<file path="src/rtl/jk_cmd_driver.sv">
// Command FIFO plus replay FSM that drives registered J/K levels into a JK flip-flop
// for a programmed number of cycles, and mirrors the flip-flop's Q in q_model.
module jk_cmd_driver #(
  parameter int DEPTH = 4,
  parameter int LEN_W = 4
) (
  input  logic                     clk,
  input  logic                     rst,
  input  logic                     cmd_valid,
  output logic                     cmd_ready,
  input  logic [1:0]               cmd_op,
  input  logic [LEN_W-1:0]         cmd_len,
  output logic                     J,
  output logic                     K,
  output logic                     busy,
  output logic                     done,
  output logic                     q_model,
  output logic [$clog2(DEPTH):0]   fifo_level
);

  localparam int AW = $clog2(DEPTH);
  localparam int LW = AW + 1;

  typedef struct packed {
    logic [1:0]       op;
    logic [LEN_W-1:0] len;
  } cmd_t;

  typedef enum logic {S_IDLE, S_DRIVE} state_t;

  state_t           state_q, state_d;
  cmd_t             mem_q [DEPTH];
  logic [AW-1:0]    wr_ptr_q, wr_ptr_d;
  logic [AW-1:0]    rd_ptr_q, rd_ptr_d;
  logic [LW-1:0]    level_q, level_d;
  logic [LEN_W-1:0] cnt_q, cnt_d;
  logic             j_q, j_d, k_q, k_d;
  logic             done_q, done_d;
  logic             q_q, q_d;

  logic push, pop, empty, full, head_null, last;
  cmd_t head, cmd_in;

  // Ready comes from registered occupancy only, so a pop never raises it in the same cycle.
  assign full      = (level_q == LW'(DEPTH));
  assign empty     = (level_q == '0);
  assign cmd_ready = !full;
  assign push      = cmd_valid && cmd_ready;
  assign cmd_in    = '{op: cmd_op, len: cmd_len};
  assign head      = mem_q[rd_ptr_q];
  assign head_null = (head.len == '0);
  assign last      = (cnt_q == LEN_W'(1));

  // FIFO storage carries no reset; occupancy alone defines validity.
  always_ff @(posedge clk) begin
    if (push) mem_q[wr_ptr_q] <= cmd_in;
  end

  always_ff @(posedge clk or posedge rst) begin
    if (rst) begin
      state_q  <= S_IDLE;
      wr_ptr_q <= '0;
      rd_ptr_q <= '0;
      level_q  <= '0;
      cnt_q    <= '0;
      j_q      <= 1'b0;
      k_q      <= 1'b0;
      done_q   <= 1'b0;
      q_q      <= 1'b0;
    end else begin
      state_q  <= state_d;
      wr_ptr_q <= wr_ptr_d;
      rd_ptr_q <= rd_ptr_d;
      level_q  <= level_d;
      cnt_q    <= cnt_d;
      j_q      <= j_d;
      k_q      <= k_d;
      done_q   <= done_d;
      q_q      <= q_d;
    end
  end

  always_comb begin
    state_d = state_q;
    case (state_q)
      S_IDLE:  if (!empty && !head_null) state_d = S_DRIVE;
      S_DRIVE: if (last && (empty || head_null)) state_d = S_IDLE;
      default: state_d = S_IDLE;
    endcase
  end

  // done is registered so it is high during the final driven cycle of a command,
  // or during the cycle after a null command is popped.
  always_comb begin
    pop    = 1'b0;
    j_d    = j_q;
    k_d    = k_q;
    cnt_d  = cnt_q;
    done_d = 1'b0;
    case (state_q)
      S_IDLE: begin
        j_d = 1'b0;
        k_d = 1'b0;
        if (!empty) begin
          pop = 1'b1;
          if (!head_null) begin
            {j_d, k_d} = head.op;
            cnt_d      = head.len;
            done_d     = (head.len == LEN_W'(1));
          end else begin
            done_d = 1'b1;
          end
        end
      end
      S_DRIVE: begin
        cnt_d = cnt_q - LEN_W'(1);
        if (last) begin
          j_d = 1'b0;
          k_d = 1'b0;
          if (!empty) begin
            pop = 1'b1;
            if (!head_null) begin
              {j_d, k_d} = head.op;
              cnt_d      = head.len;
              done_d     = (head.len == LEN_W'(1));
            end else begin
              done_d = 1'b1;
            end
          end
        end else begin
          done_d = (cnt_q == LEN_W'(2));
        end
      end
      default: ;
    endcase
  end

  always_comb begin
    wr_ptr_d = push ? wr_ptr_q + AW'(1) : wr_ptr_q;
    rd_ptr_d = pop  ? rd_ptr_q + AW'(1) : rd_ptr_q;
    case ({push, pop})
      2'b10:   level_d = level_q + LW'(1);
      2'b01:   level_d = level_q - LW'(1);
      default: level_d = level_q;
    endcase
  end

  // Same edge the downstream flip-flop samples J/K, so q_model tracks Q exactly.
  always_comb begin
    case ({j_q, k_q})
      2'b01:   q_d = 1'b0;
      2'b10:   q_d = 1'b1;
      2'b11:   q_d = ~q_q;
      default: q_d = q_q;
    endcase
  end

  assign J          = j_q;
  assign K          = k_q;
  assign busy       = (state_q == S_DRIVE);
  assign done       = done_q;
  assign q_model    = q_q;
  assign fifo_level = level_q;

endmodule

</file>
<file path="config.mk">
export PLATFORM = sky130hd
export DESIGN_NAME = jk_cmd_driver
export DESIGN_NICKNAME = d
export VERILOG_FILES = /design/src/rtl/jk_cmd_driver.sv
export SDC_FILE = /design/constraint.sdc
export NUM_CORES = 1
export LEC_CHECK = 0
export CORE_MARGIN = 2
export CORE_UTILIZATION = 55
export DETAILED_ROUTE_END_ITERATION = 16
export PLACE_DENSITY = 0.77
export SLEW_MARGIN = 10
export SYNTH_ARGS = -nofsm -noshare
export SYNTH_HDL_FRONTEND = slang
export SYNTH_SLANG_ARGS = --single-unit
</file>
<file path="constraint.sdc">
create_clock -name clk -period 3.7 [get_ports clk]
set_clock_uncertainty 0.15 [all_clocks]
set_input_delay 0.74 -clock clk [delete_from_list [all_inputs] [get_ports clk]]
set_output_delay 0.74 -clock clk [all_outputs]
set_load 0.01 [all_outputs]
</file>
Yosys cells after proc, flatten, opt, wreduce, memory -nomap -nowiden
Memory sizes are Yosys's and may differ from the RTL's.
Cells that the tools add are included.
{ "classes": {"n_addsub": 5, "n_eq_ne": 12, "n_mux": 28, "bitwise": 2, "n_reduce_logical": 12} }
{ "ops": {"columns": ["cell", "n"], "rows": [
  ["2-to-1 mux 4 bit", 5],
  ["2-to-1 mux 1 bit", 15],
  ["case mux 1 bit (2 select lines)", 5],
  ["== test 4 x 1 -> 1 bit (second input constant)", 2],
  ["case mux 4 bit (2 select lines)", 1],
  ["== test 2 bit (second input constant)", 3],
  ["case mux 3 bit (2 select lines)", 1],
  ["adder 2 x 1 -> 2 bit (second input constant)", 2],
  ["== test 2 x 1 -> 1 bit (second input constant)", 2],
  ["== test 4 x 2 -> 1 bit (second input constant)", 1],
  ["logical NOT 4 bit", 1],
  ["inequality test 2 bit (second input constant)", 2],
  ["subtractor 4 x 1 -> 4 bit (second input constant)", 1],
  ["adder 3 x 1 -> 3 bit (second input constant)", 1],
  ["== test 3 bit (second input constant)", 1],
  ["logical AND 1 bit", 3],
  ["logical NOT 1 bit", 3],
  ["logical NOT 3 bit", 1],
  ["case mux 1 bit (3 select lines)", 1],
  ["nonzero test 3 bit", 1],
  ["subtractor 3 x 1 -> 3 bit (second input constant)", 1],
  ["inequality test 2 x 1 -> 1 bit (second input constant)", 1],
  ["NOT 1 bit", 2],
  ["AND reduction 2 bit", 1],
  ["other kinds (2)", 2]
]} }
{ "totals": {"regBits": 16, "ramBits": 24, "in_bits": 9, "memories": 1} }
{ "mem_list": {"columns": ["name", "depth", "word_bits", "rd", "rd_ports_with_merged_regs", "wr", "line_no", "text"], "rows": [
  ["mem_q", 4, 6, 1, 0, 1, "32", "cmd_t mem_q [DEPTH];"]
]} }

Logic depth before layout (Yosys ltp)
Gate-level depths: netlist (run 1).
{ "logic_depth": {"ltp_word": 6, "ltp_mapped": 10, "mapped_depth_nobuf": 10} }

Worst setup path after synthesis (run 1)
OpenSTA, ideal clock, no wires.
{ "synth_timing": {"kind": "register to register", "from": "reg cnt_q[1]", "to": "reg level_q[2], in the netlist fifo_level[2]", "setup_time_ns": 0.079, "arrival_time_ns": 2.551, "required_time_ns": 3.471, "path_slack_ns": 0.919, "stages_incl_launch_ff": 11, "period_less_slack_ns": 2.781, "path_cell_list": "dfrtp_1 inv_1 ha_1 or3b_2 a21oi_1 ha_1 inv_1 fa_1 xor2_1 nor2_1 xor2_1"} }
{ "synth_between": {"elab_chain_cells": 5, "elab_cells_between_ends": 7} }
{ "synth_lines": {"columns": ["item", "line_no", "text"], "rows": [
  ["start: declaration", "36", "logic [LEN_W-1:0] cnt_q, cnt_d;"],
  ["start signal: assignment", "75", "cnt_q <= cnt_d;"],
  ["== test 4 x 1 -> 1 bit (*)", "52", "assign last = (cnt_q == LEN_W'(1));"],
  ["2-to-1 mux 1 bit (*)", "117", "if (last) begin"],
  ["case mux 1 bit (2 select lines) (*)", "100", "case (state_q)"],
  ["via pop", "41", "logic push, pop, empty, full, head_null, last;"],
  ["== test 2 x 1 -> 1 bit or == test 2 bit (tied branches)", "141", "case ({push, pop})"],
  ["case mux 3 bit (2 select lines) or nonzero test 2 bit (tied branches)", null, null],
  ["end signal: assignment", "74", "level_q <= level_d;"],
  ["end: declaration", "35", "logic [LW-1:0] level_q, level_d;"]
]} }
Mark *: on every way through the listed nets, which the timed path passes. The rest lies on a longest branch.
A chain may end at the register's enable or synchronous reset.

Final worst setup path (run 1)
Ends and elaborated chain as after synthesis.

==> flow_summary.ini, run 1 <==
[floorplanning]
io_pins = 18
core_area_um2 = 3130
initial_core_util = 0.588
dieArea_um2 = 3820
die_y_um = 61.8
die_w_um = 61.8
rows = 20

[clocking]
cts_sinks = 40
cts_root_buffer = clkbuf_4
cts_tree = done
htree_num_levels = 2
cts-buffers-inserted = 5
postCtsHoldBufs = 0
clockBufferDepth = 2
postCtsSetupRepairBufs = 0
clkTransAtPathRegs_ns = 0.12
cts_resized = 0
clk-insertion-delay-late_ns = 0.34

[worst_hold_path]
worstHoldPathType = flip-flop to flip-flop
hold_start = q_model

[finish]
diodes = 0
nets = 164
drive_gt1_frac = 0.122
design_area_um2 = 2130
instances_no_fill = 191
syn2layout_area_growth_pct = 16.0
fillers = 231

[pwr]
power_leakage_nw = 0.853
combPwrFrac = 0.398
internal_power_mw = 1.11
seqPwrFrac = 0.436
power.switching_uw = 610
clkPwrFrac = 0.166
power_density_nw_per_um2 = 806
irDropWorstVdd_mv = 0.474
swShare = 0.355

[synth]
synth_edf_count = 24
synth_area_um2 = 1840
synthSimpleGateAreaFrac = 0.0803
synthArstFlopShare = 0.400
synth_fa_ha_area_frac = 0.0654
synth_top_family_by_area = multiplexers
ys.flop_type = edfxtp_1
ys_types = 38
ys_seq_area_frac = 0.610
synth_cells = 125
syn_nets = 143
yosysWarnings = 0
synthMuxAreaShare = 0.0946
avgSynthCellArea_um2 = 14.7
ys_ff_latch = 40
synth_xor_area_frac = 0.0381
synth_compound_area_frac = 0.0769

[detailed_routing]
drt_iter0_drc = 93
dr.pass1.iters = 4
vias = 1122
drt.antenna.violating_nets = 0
wl_per_cell_um = 16.2
totalWireLength_um = 3090
drc = 0
vias_per_cell = 5.87

[placement]
dp_cells = 183
port_buffers = 17
hpwl_um = 2340
gp_congestion = 0.890
place_area_um2 = 2050

[worst_setup_path]
cp.arrival_ns = 2.87
critPathMaxFanout = 5
crit_type = flip-flop to flip-flop
timing.rr.start = cnt_q[1]
cp-start-kind = flip-flop
end_kind = flip-flop
cp.required_ns = 3.82
crit_start = cnt_q[1]

[sta]
drv_slew = 0
finalHoldViolCount = 0
tightest_slew_ns = 0.635
fmax_mhz = 364
rsz0062_at_grt = no
period_share = 0.742
tns_ns = 0
min_period_ns = 2.75
setup_viol = 0
max-slew-margin-rel = 0.576

[grt]
grt_first_pass_wirelength_um = 5190
grt_overflow_total = 0
grt_usage = 0.195
antenna_found_initial = 0
grt_pass1_vias = 1159
grt_max_degree = 17

[status]
outcome = finished, final reports clean

[job]
maxCapViolations = 0
-- cells in the mapped netlist (all sizes together) (2+ instances only) --
library cell  instances  area, um2
a21oi                 4       20.0
a32o                  2       20.0
and3                  4       25.0
clkbuf                3       11.3
dfrtp                16        400
edfxtp               24        721
ha                    8        100
inv                  11       41.3
mux2i                 2       20.0
mux4                  6        143
nand2                 7       26.3
nand3                 2       10.0
nor2                  2       7.51
nor3                  5       25.0
xnor2                 3       26.3
xor2                  5       43.8
-- metrics by stage --
step / total power, mW / utilization / hold WS [ns] / setup slack [ns]
floorplan: 1.22 / - / 0.346 / 0.919
global placement: 1.40 / 0.655 / 0.308 / 1.06
detailed placement: 1.44 / 0.655 / 0.317 / 0.977
CTS: 1.73 / 0.682 / 0.334 / 0.932
global route: 1.85 / 0.682 / 0.342 / 0.780
finish: 1.72 / 0.682 / 0.326 / 0.955
-- cells by family after synthesis --
logic type      count (synthesis)
fa+ha+maj                       9
xor+xnor                        8
compound gates                 18
buf+inv                        15
mux                             9
flops                          40
simple gates                   26
-- power groups by stage --
stage                     logic (mW)  clock network, mW  registers, mW
final                          0.684              0.285          0.748
after global routing           0.765              0.317          0.766
after CTS                      0.686              0.291          0.748
after detailed placement       0.683                  0          0.758
after global placement         0.658                  0          0.745
after floorplan                0.504                  0          0.717
-- flip-flops by register name, indices dropped and copies added (netlist names) --
signal and flops:
J 1, K 1, busy 1, cnt_q 4, done 1, fifo_level 3
mem_q 24, q_model 1, rd_ptr_q 2, wr_ptr_q 2
-- cell type report --
type | instances | area, um2 | area share
Sequential cell | 40 | 1120 | 0.526
Tap cell | 44 | 55.1 | 0.0258
Timing Repair Buffer | 18 | 178 | 0.0833
Multi-Input combinational cell | 70 | 653 | 0.306
Inverter | 11 | 41.3 | 0.0194
Clock inverter | 3 | 46.3 | 0.0217
Clock buffer | 5 | 37.5 | 0.0176
-- cells in the final DEF (no fill, tap or decap), types with 5 or more instances in the layout --
master,instances
nor3_1,5
dfrtp_1,16
ha_1,8
nand2_1,7
clkbuf_4,5
edfxtp_1,24
inv_1,11
xor2_1,5
clkdlybuf4s50_1,17
-- worst max-delay path, stage by stage (launching register included) --
cell and delay [ns]:
dfrtp_1 0.44, inv_1 0.09, ha_1 0.22, or3b_2 0.48
a21oi_1 0.23, ha_1 0.22, inv_1 0.06, fa_1 0.37
xor2_1 0.15, nor2_1 0.11, xor2_1 0.15
-- path summary, 6_finish.rpt --
path,endpoint,cells after the start,slack (ns)
min,q_model,1,0.33
max reg2reg,fifo_level[2],10,0.95
min in group asynchronous,rd_ptr_q[1],2,0.62
min reg2reg,q_model,1,0.33
max in group asynchronous,wr_ptr_q[0],2,2.37
max,fifo_level[2],10,0.95
-- per-layer routing --
metal / part of all wire / vias up / global-route usage
met5: 0 / - / 0
met4: 0.015 / 0 / 0.0821
met3: 0.049 / 7 / 0.0538
met2: 0.54 / 41 / 0.337
met1: 0.40 / 561 / 0.228
li1: - / 513 / -
Power figures use the tool's default switching activity.
==> run 2: changes to the inputs <==
Clock period 3.7 ns to 2.7 ns, I/O delays scaled along.
==> flow_summary.ini, run 2 (same netlist as run 1, synthesis figures left out) <==
[status]
outcome = finished, final reports clean

[worst_setup_path]
reg2reg_to = fifo_level[2]
worstSetupPathDepth = 10
crit_buf_inv = 2
r2r_cells = 10
critPathMaxFanout = 5
path_delay_family = adder cells
cp_cell_sequence = inv_2 > ha_4 > or3b_4 > a21oi_2 > ha_2 > inv_1 > fa_1 > xor2_1 > nor2_1 > xor2_1
crit_start = cnt_q[1]
cp.arrival_ns = 2.63
end_kind = flip-flop
timing.rr.start = cnt_q[1]
r2r_slack_ns = 0.19
cp-start-kind = flip-flop
cp.required_ns = 2.83
crit_top_cell = xor2_1
slowest_delay_ns = 0.43
crit_type = flip-flop to flip-flop
crit_path_end = fifo_level[2]
cp_slowest_cell = dfrtp_1

[pwr]
irDropWorstVdd_mv = 0.594
power_leakage_nw = 0.853
power_density_nw_per_um2 = 1080

[grt]
grt_max_degree = 17
use_met2 = 0.347
grt_overflow_total = 0
antenna_found_initial = 0
grt_pass1_vias = 1141
met1_usage = 0.254
grt_usage = 0.210
grt.busiest_layer = met2
grt_first_pass_wirelength_um = 5380
grt_use_met3 = 0.0621

[detailed_routing]
drt.antenna.violating_nets = 0
drc = 0
dr.pass1.iters = 4
totalWireLength_um = 3270
wl_per_cell_um = 17.0
drt_iter0_drc = 122
vias_per_cell = 5.89
vias = 1137

[finish]
nets = 166
largest_reg_flops = 24
layout.area.seq_um2 = 1120
mostFrequentLayoutCells = edfxtp_1 (24), clkdlybuf4s50_1 (17), dfrtp_1 (15)
drive_gt1_frac = 0.168
syn2layout_area_growth_pct = 16.5
top_register = mem_q
multiInputGateArea_um2 = 674
layout_commonest_cell = edfxtp_1
diodes = 0
fillers = 226

[worst_hold_path]
min_path_cells = 1
worstHoldPathType = flip-flop to flip-flop

[sta]
drv_slew = 0
fmax_mhz = 399
tns_ns = 0
setup_slack_ns = 0.192
min_period_ns = 2.51
period_share = 0.929
max-slew-margin-rel = 0.568
rsz0062_at_grt = no
setup_viol = 0
finalHoldViolCount = 0
tightest_slew_ns = 0.647

[job]
maxCapViolations = 0

[clocking]
cts_root_buffer = clkbuf_4
clk-insertion-delay-late_ns = 0.35
htree_num_levels = 2
clkTransAtPathRegs_ns = 0.12
cts_sinks = 40
postCtsHoldBufs = 0
clockBufferDepth = 2
cts-buffers-inserted = 5
cts_tree = done

[placement]
gp_congestion = 0.893
hpwl_um = 2390
port_buffers = 17
dpl_worst_slack_ns = 0.0119

[floorplanning]
die_y_um = 61.8
die_w_um = 61.8
rows = 20
initial_core_util = 0.588
dieArea_um2 = 3820
io_pins = 18
core_area_um2 = 3130
run 2: cell count changes in the layout (fill, tap and decap cells not counted), sizes merged:
| cell | before | now |
|---|---|---|
| inv | 12 | 11 |
| buf | 1 | 3 |
| bufinv | 1 | 0 |
| clkinvlp | 1 | 0 |
| clkinv | 0 | 3 |
run 2: worst min path at each step:
| stage | startpoint | to |
|---|---|---|
| final | q_model | q_model |
| after detailed placement | q_model | q_model |
| after CTS | q_model | q_model |
| after floorplan | rst | J |
| after global routing | q_model | q_model |
| after global placement | q_model | q_model |
run 2: worst reg2reg max path, stage by stage (launching register included):
cell and delay (ns):
dfrtp_1 0.43, inv_2 0.09, ha_4 0.15, or3b_4 0.39, a21oi_2 0.17, ha_2 0.21, inv_1 0.05, fa_1 0.37
xor2_1 0.15, nor2_1 0.12, xor2_1 0.16
run 2: per-layer routing:
| metal | routed length [um] | part of all wire | vias up |
|---|---|---|---|
| met5 | 0 | 0 | - |
| met1 | 1250 | 0.38 | 567 |
| met4 | 90 | 0.027 | 0 |
| met2 | 1720 | 0.53 | 51 |
| met3 | 208 | 0.064 | 9 |
| li1 | - | - | 510 |
run 2: per-stage QoR:
stage	total power [mW]	cell area, um2	cells	utilization	hold slack (ns)
6_report	2.32	2140	193	0.685	0.325
2_1_floorplan	1.68	1840	125	-	0.304
4_1_cts	2.29	2110	191	0.675	0.332
3_5_place_dp	1.98	2050	183	0.656	0.316
3_3_place_gp	1.92	2050	183	0.656	0.310
5_1_grt	2.49	2140	193	0.685	0.342
run 2: area by class of cell:
| cell class | count | share of cell area |
|---|---|---|
| Sequential cell | 40 | 0.524 |
| Timing Repair Buffer | 20 | 0.0900 |
| Inverter | 11 | 0.0193 |
| Clock buffer | 5 | 0.0175 |
| Tap cell | 44 | 0.0257 |
| Clock inverter | 3 | 0.00876 |
| Multi-Input combinational cell | 70 | 0.315 |
run 2: power breakdown:
group          internal, mW  leakage (nW)  switching (mW)
Combinational         0.500         0.412           0.493
Clock                 0.100        0.0349           0.195
Sequential            0.852         0.406           0.176
run 2: repair_timing:
| item | 4_1_cts | 5_1_grt |
|---|---|---|
| setup buffers | 0 | 2 |
| gates resized for setup | 1 | 5 |
| setup endpoints to repair | 1 | 1 |
| pin swaps | 0 | 3 |
